`src/rtl/log_event_pkg.sv`:
```
// Shared configuration, entry layout and formatting for the log event serializer.
package log_event_pkg;

  localparam int unsigned CFG_NUM_SRC       = 4;
  localparam int unsigned CFG_SRC_DATA_BITW = 24;
  localparam int unsigned CFG_LOG_DATA_BITW = 32;
  localparam int unsigned CFG_FIFO_DEPTH    = 16;

  localparam int unsigned SRC_ID_BITW = $clog2(CFG_NUM_SRC);

  typedef struct packed {
    logic [SRC_ID_BITW-1:0]       src_id;
    logic [CFG_SRC_DATA_BITW-1:0] data;
  } log_entry_t;

  localparam int unsigned ENTRY_BITW = $bits(log_entry_t);

  // Zero-extend an entry so data lands at the LSBs with the source ID right above it.
  function automatic logic [CFG_LOG_DATA_BITW-1:0] format_entry(input log_entry_t entry);
    return {{(CFG_LOG_DATA_BITW - ENTRY_BITW){1'b0}}, entry};
  endfunction

endpackage

```
`src/rtl/log_event_fifo.sv`:
```
// Single-clock FIFO of log entries: one push and one pop per cycle,
// registered storage, combinational head, separate level counter.
module log_event_fifo
  import log_event_pkg::*;
#(
  parameter int unsigned DEPTH = CFG_FIFO_DEPTH
) (
  input  logic                   Clk_CI,
  input  logic                   Rst_RI,
  input  logic                   Push_SI,
  input  log_entry_t             PushData_DI,
  input  logic                   Pop_SI,
  output log_entry_t             Head_DO_c,
  output logic                   Empty_SO_c,
  output logic                   Full_SO_c,
  output logic [$clog2(DEPTH):0] Level_DO
);

  localparam int unsigned PTR_BITW = $clog2(DEPTH);
  localparam int unsigned LVL_BITW = PTR_BITW + 1;

  log_entry_t            mem_q [DEPTH];
  logic [PTR_BITW-1:0]   wr_ptr_q;
  logic [PTR_BITW-1:0]   rd_ptr_q;
  logic [LVL_BITW-1:0]   level_q;

  // Pointers wrap naturally because DEPTH is a power of two.
  always_ff @(posedge Clk_CI) begin
    if (Rst_RI) begin
      wr_ptr_q <= '0;
      rd_ptr_q <= '0;
      level_q  <= '0;
    end else begin
      if (Push_SI) wr_ptr_q <= wr_ptr_q + PTR_BITW'(1);
      if (Pop_SI)  rd_ptr_q <= rd_ptr_q + PTR_BITW'(1);
      case ({Push_SI, Pop_SI})
        2'b10:   level_q <= level_q + LVL_BITW'(1);
        2'b01:   level_q <= level_q - LVL_BITW'(1);
        default: level_q <= level_q;
      endcase
    end
  end

  always_ff @(posedge Clk_CI) begin
    if (Push_SI) mem_q[wr_ptr_q] <= PushData_DI;
  end

  assign Empty_SO_c = (level_q == '0);
  assign Full_SO_c  = (level_q == LVL_BITW'(DEPTH));
  assign Head_DO_c  = Empty_SO_c ? '0 : mem_q[rd_ptr_q];
  assign Level_DO   = level_q;

endmodule

```
`src/rtl/log_event_serializer.sv`:
```
// Collects per-source event pulses, round-robin arbitrates them into a FIFO
// and feeds the BRAM logger one entry per cycle while it is ready.
module log_event_serializer
  import log_event_pkg::*;
#(
  parameter int unsigned NUM_SRC       = CFG_NUM_SRC,
  parameter int unsigned SRC_DATA_BITW = CFG_SRC_DATA_BITW,
  parameter int unsigned LOG_DATA_BITW = CFG_LOG_DATA_BITW,
  parameter int unsigned FIFO_DEPTH    = CFG_FIFO_DEPTH
) (
  input  logic                               Clk_CI,
  input  logic                               Rst_RI,
  input  logic [NUM_SRC-1:0]                 EvtValid_SI,
  input  logic [NUM_SRC*SRC_DATA_BITW-1:0]   EvtData_DI,
  input  logic                               LogEn_SI,
  input  logic                               LoggerReady_SI,
  output logic [LOG_DATA_BITW-1:0]           LogData_DO,
  output logic                               LogTrigger_SO,
  output logic [31:0]                        DropCnt_DO,
  input  logic                               DropClr_SI,
  output logic [NUM_SRC-1:0]                 DropSrc_SO,
  output logic [$clog2(FIFO_DEPTH):0]        FifoLevel_DO
);

  logic [NUM_SRC-1:0]       pend_vld_q;
  logic [SRC_DATA_BITW-1:0] pend_data_q [NUM_SRC];
  logic [SRC_ID_BITW-1:0]   rr_ptr_q;

  logic [NUM_SRC-1:0]       evt_en;
  logic [NUM_SRC-1:0]       load;
  logic [NUM_SRC-1:0]       drop;
  logic [NUM_SRC-1:0]       grant_oh;
  logic [SRC_ID_BITW-1:0]   grant_idx;
  logic [SRC_ID_BITW-1:0]   cand_idx;
  logic                     grant_any;
  logic                     grant;
  logic                     pop;
  logic                     fifo_empty;
  logic                     fifo_full;
  log_entry_t               push_entry;
  log_entry_t               head_entry;

  logic [31:0]              drop_cnt_q;
  logic [31:0]              drop_cnt_d;
  logic [31:0]              drop_pop;
  logic [32:0]              drop_sum;
  logic [NUM_SRC-1:0]       drop_src_q;

  assign pop = ~fifo_empty & LoggerReady_SI & LogEn_SI;

  // Round-robin search starting just above the last granted source.
  always_comb begin
    grant_any = 1'b0;
    grant_idx = rr_ptr_q;
    cand_idx  = '0;
    for (int unsigned off = 1; off <= NUM_SRC; off++) begin
      cand_idx = SRC_ID_BITW'((32'(rr_ptr_q) + off) % NUM_SRC);
      if (!grant_any && pend_vld_q[cand_idx]) begin
        grant_any = 1'b1;
        grant_idx = cand_idx;
      end
    end
  end

  // A push is allowed into a full FIFO only when the head leaves in the same cycle.
  assign grant    = grant_any & (~fifo_full | pop);
  assign grant_oh = grant ? (NUM_SRC'(1) << grant_idx) : '0;

  assign evt_en = EvtValid_SI & {NUM_SRC{LogEn_SI}};
  assign load   = evt_en & (~pend_vld_q | grant_oh);
  assign drop   = evt_en & pend_vld_q & ~grant_oh;

  assign push_entry.src_id = grant_idx;
  assign push_entry.data   = pend_data_q[grant_idx];

  always_ff @(posedge Clk_CI) begin
    if (Rst_RI) begin
      pend_vld_q <= '0;
      for (int unsigned i = 0; i < NUM_SRC; i++) pend_data_q[i] <= '0;
      rr_ptr_q   <= SRC_ID_BITW'(NUM_SRC - 1);
    end else begin
      for (int unsigned i = 0; i < NUM_SRC; i++) begin
        if (load[i]) begin
          pend_vld_q[i]  <= 1'b1;
          pend_data_q[i] <= EvtData_DI[i*SRC_DATA_BITW +: SRC_DATA_BITW];
        end else if (grant_oh[i]) begin
          pend_vld_q[i]  <= 1'b0;
        end
      end
      if (grant) rr_ptr_q <= grant_idx;
    end
  end

  // Clear applies before this cycle's drops are added; the sum saturates.
  always_comb begin
    drop_pop = '0;
    for (int unsigned i = 0; i < NUM_SRC; i++) drop_pop = drop_pop + 32'(drop[i]);
    drop_sum   = 33'(DropClr_SI ? 32'd0 : drop_cnt_q) + 33'(drop_pop);
    drop_cnt_d = drop_sum[32] ? '1 : drop_sum[31:0];
  end

  always_ff @(posedge Clk_CI) begin
    if (Rst_RI) begin
      drop_cnt_q <= '0;
      drop_src_q <= '0;
    end else begin
      drop_cnt_q <= drop_cnt_d;
      drop_src_q <= (DropClr_SI ? '0 : drop_src_q) | drop;
    end
  end

  log_event_fifo #(
    .DEPTH (FIFO_DEPTH)
  ) i_fifo (
    .Clk_CI      (Clk_CI),
    .Rst_RI      (Rst_RI),
    .Push_SI     (grant),
    .PushData_DI (push_entry),
    .Pop_SI      (pop),
    .Head_DO_c   (head_entry),
    .Empty_SO_c  (fifo_empty),
    .Full_SO_c   (fifo_full),
    .Level_DO    (FifoLevel_DO)
  );

  assign LogTrigger_SO = pop;
  assign LogData_DO    = format_entry(head_entry);
  assign DropCnt_DO    = drop_cnt_q;
  assign DropSrc_SO    = drop_src_q;

endmodule

```
`config.mk`:
```
export PLATFORM = sky130hd
export DESIGN_NAME = log_event_serializer
export DESIGN_NICKNAME = d
export VERILOG_FILES = /design/src/rtl/log_event_pkg.sv /design/src/rtl/log_event_fifo.sv /design/src/rtl/log_event_serializer.sv
export SDC_FILE = /design/constraint.sdc
export NUM_CORES = 1
export LEC_CHECK = 0
export BUFFER_PORTS_ARGS = -buffer_cell sky130_fd_sc_hd__buf_2
export CAP_MARGIN = 20
export CORE_MARGIN = 3
export CORE_UTILIZATION = 50
export CTS_CLUSTER_SIZE = 12
export DETAILED_ROUTE_END_ITERATION = 10
export GPL_ROUTABILITY_DRIVEN = 1
export GPL_TIMING_DRIVEN = 0
export PLACE_DENSITY = 0.71
export SLEW_MARGIN = 20
export SYNTH_ARGS = -nofsm -noshare
export SYNTH_HDL_FRONTEND = slang
export SYNTH_SLANG_ARGS = --single-unit
```
`constraint.sdc`:
```
create_clock -name Clk_CI -period 4.7 [get_ports Clk_CI]
set_input_delay 0.705 -clock Clk_CI [delete_from_list [all_inputs] [get_ports Clk_CI]]
set_output_delay 0.705 -clock Clk_CI [all_outputs]
set_load 0.05 [all_outputs]
```
# --- Word level (Yosys, flattened, before mapping) ---
# Memory sizes are Yosys's and may differ from the RTL's. A register that Yosys moved wholly into a read port is not among the register bits.
# Cells that the tools add are included.
totals:
  ram_bits: 512
  in_bits: 105
  memories: 2
  ff_bits: 55
memory_table:
  columns: ["memory", "words", "width", "rd", "rd_ports_with_merged_regs", "wr", "line", "rtl"]
  rows:
  - ["i_fifo.mem_q", 16, 26, 1, 1, 1, "log_event_fifo.sv:22", "log_entry_t mem_q [DEPTH];"]
  - ["pend_data_q", 4, 24, 1, 0, 4, "log_event_serializer.sv:26", "logic [SRC_DATA_BITW-1:0] pend_data_q [NUM_SRC];"]
classes:
  magnitude_cmp: 4
  addsub: 12
  n_eq_ne: 3
  mux: 52
  n_shift: 1
  bitwise: 18
  reduce_logical: 12
op_table:
  columns: ["operator", "n"]
  rows:
  - ["24-bit two-way mux", 4]
  - ["32-bit two-way mux", 2]
  - ["32-bit by 4-bit adder with 33-bit output", 1]
  - ["1-bit two-way mux", 32]
  - ["26-bit two-way mux", 1]
  - ["4-bit bitwise AND", 4]
  - ["4-bit two-way mux", 4]
  - ["2-bit by 3-bit less-than comparator with 1-bit output, second input constant", 4]
  - ["5-bit one-hot mux with 2 select lines", 1]
  - ["2-bit nonzero test", 5]
  - ["4-bit by 1-bit adder with 4-bit output, second input constant", 2]
  - ["1-bit binary-select mux with 2-bit select", 4]
  - ["2-bit two-way mux", 4]
  - ["4-bit inverter", 2]
  - ["4-bit bitwise OR", 2]
  - ["5-bit by 1-bit adder with 5-bit output, second input constant", 1]
  - ["5-bit == test, second input constant", 1]
  - ["5-bit zero test", 1]
  - ["1-bit bitwise OR", 5]
  - ["5-bit by 1-bit subtractor with 5-bit output, second input constant", 1]
  - ["2-bit by 1-bit adder with 2-bit output, second input constant", 2]
  - ["2-bit adder, second input constant", 2]
  - ["3-bit by 1-bit adder with 4-bit output", 1]
  - ["1-bit by 2-bit << shifter with 4-bit output, first input constant", 1]
  - ["8 further kinds", 15]

# --- Logic depth before layout (Yosys ltp) ---
depth:
  word_depth: 22
  ltp_mapped: 18

# --- Modules after synthesis ---
# Synthesis repeated with hierarchy kept, for this count alone.
unflattened:
  hier_cells: 1279
  area_unflattened_um2: 23592.6
by_module_without_submodules:
  columns: ["mod", "area_each_um2", "cells_per_inst", "instances"]
  rows:
  - ["log_event_fifo", 16742.3, 752, 1]
  - ["log_event_serializer", 6850.3, 527, 1]

# --- Worst setup path before layout ---
# No wires, ideal clock.
synth_path:
  path_kind: "register to register"
  startpoint: "register i_fifo.level_q[2] (netlist: i_fifo.Level_DO[2])"
  endpoint: "register drop_cnt_q[26] (netlist: DropCnt_DO[26])"
  period_less_slack_ns: 4.606
  slack_ns: 0.094
  n_path_buf: 2
  path_stages_with_launch: 16
  arrival_time_ns: 4.532
  path_cell_list: "dfxtp_1 -> nor4_2 -> a31oi_2 -> a31oi_2 -> buf_2 -> nand3_1 -> fa_1 -> fa_1 -> inv_1 -> fa_1 -> nand4b_1 -> nor4_4 -> nand4_2 -> or2_1 -> buf_2 -> o21ai_0"
synth_between:
  elab_chain_len: 14
synth_lines:
  columns: ["item", "line", "rtl"]
  rows:
  - ["start: declaration", "log_event_fifo.sv:25", "logic [LVL_BITW-1:0] level_q;"]
  - ["start signal: assignment", "log_event_fifo.sv:37", "2'b10: level_q <= level_q + LVL_BITW'(1);"]
  - ["start signal: assignment", "log_event_fifo.sv:38", "2'b01: level_q <= level_q - LVL_BITW'(1);"]
  - ["start signal: assignment", "log_event_fifo.sv:39", "default: level_q <= level_q;"]
  - ["5-bit zero test", "log_event_fifo.sv:48", "assign Empty_SO_c = (level_q == '0);"]
  - ["1-bit inverter", "log_event_serializer.sv:49", "assign pop = ~fifo_empty & LoggerReady_SI & LogEn_SI;"]
  - ["1-bit bitwise AND (2 in series)", "log_event_serializer.sv:49", null]
  - ["1-bit bitwise OR *", "log_event_serializer.sv:66", "assign grant = grant_any & (~fifo_full | pop);"]
  - ["1-bit bitwise AND *", "log_event_serializer.sv:66", null]
  - ["4-bit two-way mux *", "log_event_serializer.sv:67", "assign grant_oh = grant ? (NUM_SRC'(1) << grant_idx) : '0;"]
  - ["4-bit inverter *", "log_event_serializer.sv:71", "assign drop = evt_en & pend_vld_q & ~grant_oh;"]
  - ["4-bit bitwise AND *", "log_event_serializer.sv:71", null]
  - ["1-bit by 1-bit adder with 2-bit output", "log_event_serializer.sv:97", "for (int unsigned i = 0; i < NUM_SRC; i++) drop_pop = drop_pop + 32'(drop[i]);"]
  - ["2-bit by 1-bit adder with 3-bit output", "log_event_serializer.sv:97", null]
  - ["3-bit by 1-bit adder with 4-bit output *", "log_event_serializer.sv:97", null]
  - ["32-bit by 4-bit adder with 33-bit output *", "log_event_serializer.sv:98", "drop_sum = 33'(DropClr_SI ? 32'd0 : drop_cnt_q) + 33'(drop_pop);"]
  - ["32-bit two-way mux *", "log_event_serializer.sv:99", "drop_cnt_d = drop_sum[32] ? '1 : drop_sum[31:0];"]
  - ["end signal: assignment", "log_event_serializer.sv:107", "drop_cnt_q <= drop_cnt_d;"]
  - ["end: declaration", "log_event_serializer.sv:43", "logic [31:0] drop_cnt_q;"]
# Every way passes the cells marked *; elsewhere a longest branch is shown, timed or not.
# A chain may end at the register's enable or synchronous reset.

# --- Final worst setup path ---
layout_path:
  startpoint: "register pend_vld_q[3]"
  endpoint: "register drop_cnt_q[28] (netlist: DropCnt_DO[28])"
layout_between:
  elab_chain_len: 21
layout_lines:
  columns: ["item", "line", "rtl"]
  rows:
  - ["start: declaration", "log_event_serializer.sv:25", "logic [NUM_SRC-1:0] pend_vld_q;"]
  - ["start signal: assignment", "log_event_serializer.sv:78", "pend_vld_q <= '0;"]
  - ["start signal: indexed assignment", "log_event_serializer.sv:84", "pend_vld_q[i] <= 1'b1;"]
  - ["start signal: indexed assignment", "log_event_serializer.sv:87", "pend_vld_q[i] <= 1'b0;"]
  - ["1-bit binary-select mux with 2-bit select", "log_event_serializer.sv:58", "if (!grant_any && pend_vld_q[cand_idx]) begin"]
  - ["1-bit two-way mux (not written as such)", "log_event_serializer.sv:58", null]
  - ["1-bit two-way mux", "log_event_serializer.sv:58", null]
  - ["1-bit zero test", "log_event_serializer.sv:58", null]
  - ["1-bit logical AND", "log_event_serializer.sv:58", null]
  - ["1-bit two-way mux", "log_event_serializer.sv:58", null]
  - ["1-bit zero test", "log_event_serializer.sv:58", null]
  - ["1-bit logical AND", "log_event_serializer.sv:58", null]
  - ["[... 5 more ...]", null, null]
  - ["4-bit two-way mux", "log_event_serializer.sv:67", null]
  - ["4-bit inverter", "log_event_serializer.sv:71", null]
  - ["4-bit bitwise AND *", "log_event_serializer.sv:71", null]
  - ["1-bit by 1-bit adder with 2-bit output", "log_event_serializer.sv:97", null]
  - ["2-bit by 1-bit adder with 3-bit output", "log_event_serializer.sv:97", null]
  - ["3-bit by 1-bit adder with 4-bit output *", "log_event_serializer.sv:97", null]
  - ["32-bit by 4-bit adder with 33-bit output *", "log_event_serializer.sv:98", null]
  - ["32-bit two-way mux *", "log_event_serializer.sv:99", null]
# Every way passes the cells marked *; elsewhere a longest branch is shown, timed or not. The select of a mux whose other input is x is not followed.

==> out/qor.txt <==
Clk_lat worst skew -> 620 ps
Min-delay src -> EvtData_DI[20]
Synth warn -> 0
GR Util met2 -> 36.5%
R2R Path Start -> pend_vld_q[3]
M3 GR Usage -> 3.42%
Final hold violations -> 0
Tot Pwr -> 13.0 mW
Avg Synthesized Cell Area -> 19.0 sq um
Chip Height -> 222 um
Num CTS Buffers -> 57
Netlist cell types -> 55
Setup TNS -> 0 ps
CTS tree -> built
Register share of total power -> 47.4%
GRT overflow -> 0
Post-detail-place hpwl -> 37,000 um
Worst relative slew slack -> 39.4%
Via-to-Cell Ratio -> 5.99
Core box area -> 0.0458 sq mm
Sink Count -> 571
CTS max path bufs -> 3
Most frequent cells in the layout -> 512 x edfxtp_1, 183 x buf_2, 154 x mux4_2
Clock transition at path regs -> 60 ps
Worst slew pin tran -> 904 ps
Reg2Reg Depth -> 19
Worst Hold End -> pend_data_q[0][20]
Data arrival, critical path -> 5030 ps
Ys flop type -> edfxtp_1
Synth async-reset ratio -> 0%
Mapped Area -> 0.0233 sq mm
Commonest non-fill, non-tap cell in the layout -> edfxtp_1
Global Route Usage Sum -> 22.4%
Sw Share -> 28.1%
F_max -> 223 MHz
Max-slew violations -> 0
Final Cycle Share -> 95.4%
# diodes -> 0
GR Util met1 -> 32.2%
Sequential share of the synthesized area -> 71.0%
Routed length per placed instance -> 25.5 um
Largest net degree at the start of global routing -> 26
Initial antenna violation count -> 0
Share of cells above drive strength 1 -> 34.7%
Leakage -> 9.22 nW
Max Cap Viol -> 0
Internal -> 9.34 mW
# nets final -> 1,621
Syn-to-layout area delta -> 17.6%
Clock share of power -> 32.2%
Post-synth EDFFs -> 512
Worst Hold Path Cells -> 2
RSZ-0062 raised after global routing -> no
Fin Hold WS -> 393 ps
Global-route wire length before repair -> 82,800 um
Num rows -> 78
Reg-to-reg slack, setup -> 210 ps
RR Endpoint -> DropCnt_DO[28]
Clock tree root driver cell -> clkbuf_16
Placed cell count -> 2,034
PortBufs -> 171
Crit. End Element -> flop
Maximum VDD drop -> 0.317 mV
Clock Skew -> 17.8 ps
Worst-path maximum fanout -> 10
Io pins -> 179
Kind of critical path -> flop to flop
Gate power share -> 20.3%
Critical path launch point type -> flop
Tightest Hold Check Type -> primary input to flop
Layout Cells excl Fill -> 2,136
Post-synthesis cell count -> 1,230
Drt drc -> 0
Die area -> 0.0493 sq mm
Outcome -> completed
DRC marker count from the first detailed-route iteration -> 1,254
DRT Pass-1 Iters -> 6
Pwr/cell area -> 474 mW/mm^2
# setup viols final -> 0
Initial core utilization -> 51.0%
Vias in the first global route -> 13,200
Worst Path Required -> 5240 ps
Synth Register Bits -> 571
P_sw -> 3.65 mW
DR vias -> 12,800
Final WL -> 54,500 um
Minimum clock period -> 4490 ps
DRT antenna net count -> 0
Max H-tree Level -> 2
Gr busiest metal -> met2
Die Wd -> 222 um
GP Congestion -> 0.812
Hold_buf cts -> 0
layer usage:
metal	vias to the layer above	part of all wire, %
li1	5475	-
met1	6639	41
met3	76	7.8
met2	594	49
met4	0	2.0
met5	-	0
how the worst max path moves through the flow:
| stage | start | to | slack (ps) |
|---|---|---|---|
| 2_1_floorplan | i_fifo.Level_DO[2] | DropCnt_DO[26] | 90 |
| 3_3_place_gp | LogEn_SI | i_fifo.mem_q[3][12] | -1200 |
| 3_5_place_dp | LogEn_SI | DropCnt_DO[22] | -830 |
| 4_1_cts | i_fifo.Level_DO[2] | DropCnt_DO[22] | 20 |
| 5_1_grt | i_fifo.Level_DO[1] | DropCnt_DO[28] | 30 |
| 6_report | pend_vld_q[3] | DropCnt_DO[28] | 210 |
logic make-up (layout without fill, tap and decap cells):
group | count (synthesis) | in the layout | share of synthesized area (%)
XOR/XNOR | 35 | 35 | 1.31
AO/OA/AOI/OAI | 82 | 82 | 2.34
buffers and inverters | 97 | 398 | 1.96
multiplexers | 159 | 159 | 15.1
flip-flops | 571 | 571 | 71.0
AND/OR/NAND/NOR | 272 | 272 | 7.48
other | 1 | 6 | 0.0161
adder cells (fa/ha/maj) | 13 | 13 | 0.826
cell usage after synthesis, types with 2 or more instances:
master      n  area [sq um]
buf_6       2          22.5
or2_2       7          43.8
o21ai_0    21           105
nand2_1    27           101
xnor2_1    23           201
clkbuf_1   33           124
o31a_1      3          26.3
fa_1        4          80.1
nor3_1     15          75.1
o31ai_1     3          22.5
edfxtp_1  512         15400
mux4_2    154          3470
o21bai_1    5          37.5
o21a_1      7          52.6
o21ai_1     3          15.0
nor2b_1    32           200
and4_1      2          17.5
a211o_1     2          17.5
buf_4      16           120
a31oi_2     2          25.0
inv_1      15          56.3
a21oi_1    20           100
buf_1      14          52.6
nand4_1    11          68.8
mux2i_1     2          20.0
xor2_1     12           105
inv_2       2          7.51
and3_1     26           163
nand2b_1   13          81.3
nor2_1     44           165
mux2_2      3          33.8
nand4_2     3          37.5
nand4b_1    2          17.5
ha_1        9           113
buf_2      15          75.1
a31oi_1     3          18.8
nor4_4      2          42.5
nor3b_1    54           405
a211oi_1    5          37.5
dfxtp_1    59          1180
nor4_2      2          25.0
nand3_1    11          55.1
nor3b_2    18           225
power by group through the flow:
stage | combinational (mW) | clock [mW] | sequential [mW]
after floorplan | 1.76 | 0 | 6.29
after global placement | 2.50 | 0 | 6.27
after detailed placement | 2.63 | 0 | 6.27
after CTS | 2.65 | 4.25 | 6.17
after global routing | 2.82 | 4.46 | 6.18
final | 2.64 | 4.19 | 6.17
layout make-up:
| class | count | area [sq um] |
|---|---|---|
| multi-input combinational | 567 | 6540 |
| clock inverter | 17 | 149 |
| tap | 600 | 751 |
| buffer | 80 | 419 |
| timing repair buffer | 209 | 1440 |
| fill | 3261 | 18300 |
| inverter | 17 | 66.3 |
| sequential | 571 | 16600 |
| clock buffer | 75 | 1520 |
registers in the layout, summed over array words and instances, names as in the netlist, named ones only:
register         count
i_fifo.mem_q       416
pend_data_q         96
DropCnt_DO          32
i_fifo.Level_DO      5
DropSrc_SO           4
i_fifo.rd_ptr_q      4
i_fifo.wr_ptr_q      4
pend_vld_q           4
rr_ptr_q             2
worst max-delay path: stages (launching register included):
cell,delay (ps)
dfxtp_2,360
nor2b_1,150
o21bai_1,170
a221oi_2,250
buf_4,170
buf_6,90
o31a_1,160
clkbuf_4,210
buf_8,160
nand3_1,110
fa_1,470
fa_2,390
inv_1,80
fa_2,240
nand4b_1,190
nor4_4,390
buf_4,200
and3_1,200
mux2_2,350
nor2_1,70
per-stage QoR:
step / cell area, sq um / setup slack (ps) / util (%)
after global placement: 25000 / -1200 / 54.5
after floorplan: 23300 / 93.9 / -
final: 27400 / 214 / 59.9
after global routing: 27400 / 33.6 / 59.9
after detailed placement: 25600 / -832 / 56.0
after CTS: 27300 / 16.6 / 59.7
timing repair:
| item | 4_1_cts | 5_1_grt |
|---|---|---|
| pin swaps | 2 | 6 |
| setup buffers | 3 | 7 |
| resized for setup | 6 | 15 |
| endpoints found under the setup margin | 32 | 27 |
(Power assumes the default switching activity.)
